**src/rtl/hazard_scoreboard.sv**
```systemverilog
// Decode-stage hazard scoreboard: per-register countdown until a result is forwardable.
// Define HAZARD_STATS_EN to build the 32-bit stall cycle counter on stall_count.
module hazard_scoreboard #(
  parameter int unsigned NREGS  = 32,
  parameter int unsigned REGW   = 5,
  parameter int unsigned CNTW   = 2,
  parameter int unsigned MAXLAT = 3
) (
  input  logic            clk,
  input  logic            reset_n,
  input  logic            issue_valid,
  input  logic            issue_wr,
  input  logic [REGW-1:0] issue_rd,
  input  logic [CNTW-1:0] issue_lat,
  input  logic [REGW-1:0] Rs,
  input  logic [REGW-1:0] Rt,
  input  logic            readRs,
  input  logic            readRt,
  input  logic            flush,
  output logic            stall,
  output logic            bubble,
  output logic [31:0]     stall_count
);

  localparam logic [CNTW-1:0] MaxLat = CNTW'(MAXLAT);

  logic [NREGS-1:0][CNTW-1:0] cnt_q, cnt_d;
  logic                       rs_busy, rt_busy, accept;
  logic [CNTW-1:0]            lat_sat;

  always_comb begin
    rs_busy = readRs && (Rs != '0) && (cnt_q[Rs] != '0);
    rt_busy = readRt && (Rt != '0) && (cnt_q[Rt] != '0);
    stall   = issue_valid && (rs_busy || rt_busy);
    bubble  = stall;
    accept  = issue_valid && issue_wr && (issue_rd != '0) && !stall && !flush;
    lat_sat = (issue_lat > MaxLat) ? MaxLat : issue_lat;
  end

  // Issue write overrides the countdown; flush overrides everything.
  always_comb begin
    cnt_d = cnt_q;
    for (int r = 1; r < int'(NREGS); r++) begin
      if (cnt_q[r] != '0) begin
        cnt_d[r] = cnt_q[r] - CNTW'(1);
      end
    end
    cnt_d[0] = '0;
    if (accept) begin
      cnt_d[issue_rd] = lat_sat;
    end
    if (flush) begin
      cnt_d = '0;
    end
  end

  always_ff @(posedge clk or negedge reset_n) begin
    if (!reset_n) begin
      cnt_q <= '0;
    end else begin
      cnt_q <= cnt_d;
    end
  end

`ifdef HAZARD_STATS_EN
  logic [31:0] stall_count_q, stall_count_d;

  always_comb begin
    stall_count_d = stall_count_q + {31'd0, stall};
  end

  always_ff @(posedge clk or negedge reset_n) begin
    if (!reset_n) begin
      stall_count_q <= '0;
    end else begin
      stall_count_q <= stall_count_d;
    end
  end

  assign stall_count = stall_count_q;
`else
  assign stall_count = '0;
`endif

endmodule
```
**config.mk**
```make
export PLATFORM = sky130hd
export DESIGN_NAME = hazard_scoreboard
export DESIGN_NICKNAME = d
export VERILOG_FILES = /design/src/rtl/hazard_scoreboard.sv
export SDC_FILE = /design/constraint.sdc
export NUM_CORES = 1
export LEC_CHECK = 0
export ABC_CLOCK_PERIOD_IN_PS = 3000
export BUFFER_PORTS_ARGS = -buffer_cell sky130_fd_sc_hd__buf_2
export CORE_ASPECT_RATIO = 0.7
export CORE_UTILIZATION = 58
export CTS_CLUSTER_DIAMETER = 60
export DETAILED_ROUTE_END_ITERATION = 10
export HOLD_SLACK_MARGIN = 0.15
export PLACE_DENSITY = 0.8
export SYNTH_ARGS = -nofsm -noshare
export SYNTH_HDL_FRONTEND = slang
export SYNTH_SLANG_ARGS = --single-unit
```
**constraint.sdc**
```tcl
create_clock -name clk -period 3 [get_ports clk]
set_input_delay 0.3 -clock clk [delete_from_list [all_inputs] [get_ports clk]]
set_output_delay 0.3 -clock clk [all_outputs]
set_load 0.1 [all_outputs]
```
==> metrics.cfg <==
[setup_path]
critPathSlowestCell=o311ai_4
r2r_start=cnt_q[20]$_DFF_PN0_
critical_path.max_stage_delay_ns=0.51
worstPathMaxFanout=5
startpoint_type=flip-flop
crit_required_ns=2.70
cp-end-kind=output pin
regToRegSetupSlack_ns=0.59
worstPathArrival_ns=2.45
critPathKind=reg2out
path_cells=nor2_1, a2111oi_0, a31oi_1, o311ai_4, nor3_2, a21boi_4, buf_12
rr_worst_depth=8
r2r_end=cnt_q[49]$_DFF_PN0_

[power]
power_frac_clock_pct=42.7
leakagePower_uw=0.00224
pwr-share-seq_pct=40.0
power.switching_uw=638
p_comb_share_pct=17.4
powerDensity_nw_per_um2=471
ir_worst_vdd_mv=0.336
switching_share_pct=29.4
intPower_uw=1530

[flow_run]
maxCapViolations=0

[timing]
fmax_mhz=364
relSlewSlack_pct=36.3
fin_tns_setup_ns=0
min_period_over_period_pct=91.6
tightest_slew_ns=0.956
min_period_ns=2.75
setup_viol_count_final=0
finalMaxSlewViolations=0
finalClockSkew_ns=0.00651
rsz0062_at_grt=no
hold_viol=0

[route]
vias=3227
wire_per_inst_um=18.5
drt_iter0_markers=328
post-route-drc-count=0
postRouteAntennaNets=0
drt-total-wl_um=9850
vias_per_cell=6.05
first_pass_iters=5

[synth]
synth_flop_cell=dfrtp_1
yosysUniqueCellTypes=52
async_flop_share_pct=100
synthCells=411
synth_seq_cells=64
synth_area_per_cell_um2=10.3
synth-seq-area-share_pct=38.0
ys.warnings.count=0
synth_edf_count=0
netlist_area_um2=4210

[min_path]
hp-class=in2reg
hold_depth=3
hold_start=issue_lat[1]
hold_end=cnt_q[33]$_DFF_PN0_

[layout]
nFillCells=516
syn2layout_area_growth_pct=9.24
largest_reg_flops=64
drive_gt1_share_pct=23.7
final_cell_mix=64 x dfrtp_1, 58 x mux2i_1, 35 x nor2_1
final_common_cell=dfrtp_1
final_cells=533
nNetsFinal=458
diodes=0
reg_top3=cnt_q (64)
largest_register=cnt_q

[run_status]
status=complete, no violations

[clocking]
clk_latency_ns=0.33
numCtsBuffers=9
clock-sinks=64
cts_tree=yes
cts_buffer_depth=2
h-tree-depth=3
clk_pin_slew_ns=0.07
clockRootBuffer=clkbuf_8
postCtsSetupBuffers=0

[floorplan]
die_h_um=73.3
ioPinCount=58
start_util_pct=61.2
row_count=25
coreArea_um2=6880
die-area_um2=7610
die_w_um=104

[grt]
grt_pass1_wl_um=16200
grt-ovfl-total=0
grt_pass1_vias=3148
antenna_found_initial=0
grt_use_total_pct=27.8
grt_max_degree=67

[placement]
io_buffers=25
place_inst=516
hpwl_um=7000
finalWeightedCongestion=0.968

[critical path, delay by kind of cell, from the launching register on]
family                 cells  cell delay, ns
AOI/OAI and AO/OA          4            1.27
buffers and inverters      1            0.20
DFF                        1            0.38
and+or+nand+nor            2            0.25
[metal layers]
layer / track usage, % / vias to the layer above / part of all wire, %
met2: 43.2 / 124 / 45
met5: 0 / - / 0
met1: 39.1 / 1590 / 45
li1: - / 1496 / -
met4: 8.57 / 0 / 1.4
met3: 6.74 / 17 / 8.2
[synthesized netlist by cell type, drive strengths merged, types with 7 or more instances]
library cell	n	share of area, %
nand3	29	3.7
or3b	28	5.8
nand3b	30	5.3
nor2	35	3.1
nand2	11	0.98
buf	44	7.5
clkbuf	12	1.1
nor3	15	1.9
nand2b	7	1.0
a21oi	7	0.83
mux4	7	3.7
dfrtp	64	38
mux2i	58	14
[power groups by stage]
stage / sequential, µW / clock, µW / combinational (µW)
6_report: 866 / 924 / 376
3_3_place_gp: 882 / 0 / 369
3_5_place_dp: 883 / 0 / 372
5_1_grt: 866 / 978 / 395
2_1_floorplan: 882 / 0 / 325
4_1_cts: 866 / 940 / 374
[what timing repair did]
action	4_1_cts	5_1_grt
endpoints found under the hold margin	34	0
endpoints found under the setup margin	0	2
gates resized for setup	0	1
hold buffers	1	0
[worst max-delay path by stage]
| stage | start | endpoint | slack, ns | cells after the start |
|---|---|---|---|---|
| final | cnt_q[37]$_DFF_PN0_ | bubble | 0.25 | 7 |
| after global placement | Rs[1] | bubble | 0.43 | 8 |
| after floorplan | Rt[1] | stall | 0.11 | 8 |
| after detailed placement | Rs[1] | bubble | 0.36 | 8 |
| after CTS | cnt_q[52]$_DFF_PN0_ | bubble | 0.08 | 7 |
| after global routing | cnt_q[36]$_DFF_PN0_ | bubble | 0.12 | 7 |
[through the flow]
step           setup slack [ns]  total power, µW  cell area (µm²)  utilization (%)  hold WS (ns)
2_1_floorplan             0.109             1210             4350                -       0.00441
4_1_cts                  0.0760             2180             4600             66.8         0.240
3_5_place_dp              0.364             1250             4330             63.0         0.431
3_3_place_gp              0.429             1250             4330             63.0         0.430
6_report                  0.252             2170             4600             66.9         0.244
5_1_grt                   0.119             2240             4600             66.9         0.257
[layout make-up]
class / count / area [µm²] / share of cell area, %
Clock buffer: 11 / 151 / 3.29
Tap cell: 94 / 118 / 2.56
Multi-Input combinational cell: 318 / 2370 / 51.6
Sequential cell: 64 / 1600 / 34.8
Timing Repair Buffer: 35 / 233 / 5.06
Inverter: 6 / 22.5 / 0.489
Clock inverter: 5 / 103 / 2.23
[cells by family after synthesis]
| kind of cell | synth area share, % |
|---|---|
| other cells | 0.0890 |
| mux | 18.1 |
| simple gates | 27.4 |
| compound gates | 7.34 |
| buf+inv | 9.06 |
| flops | 38.0 |
Power figures use the tool's default switching activity.
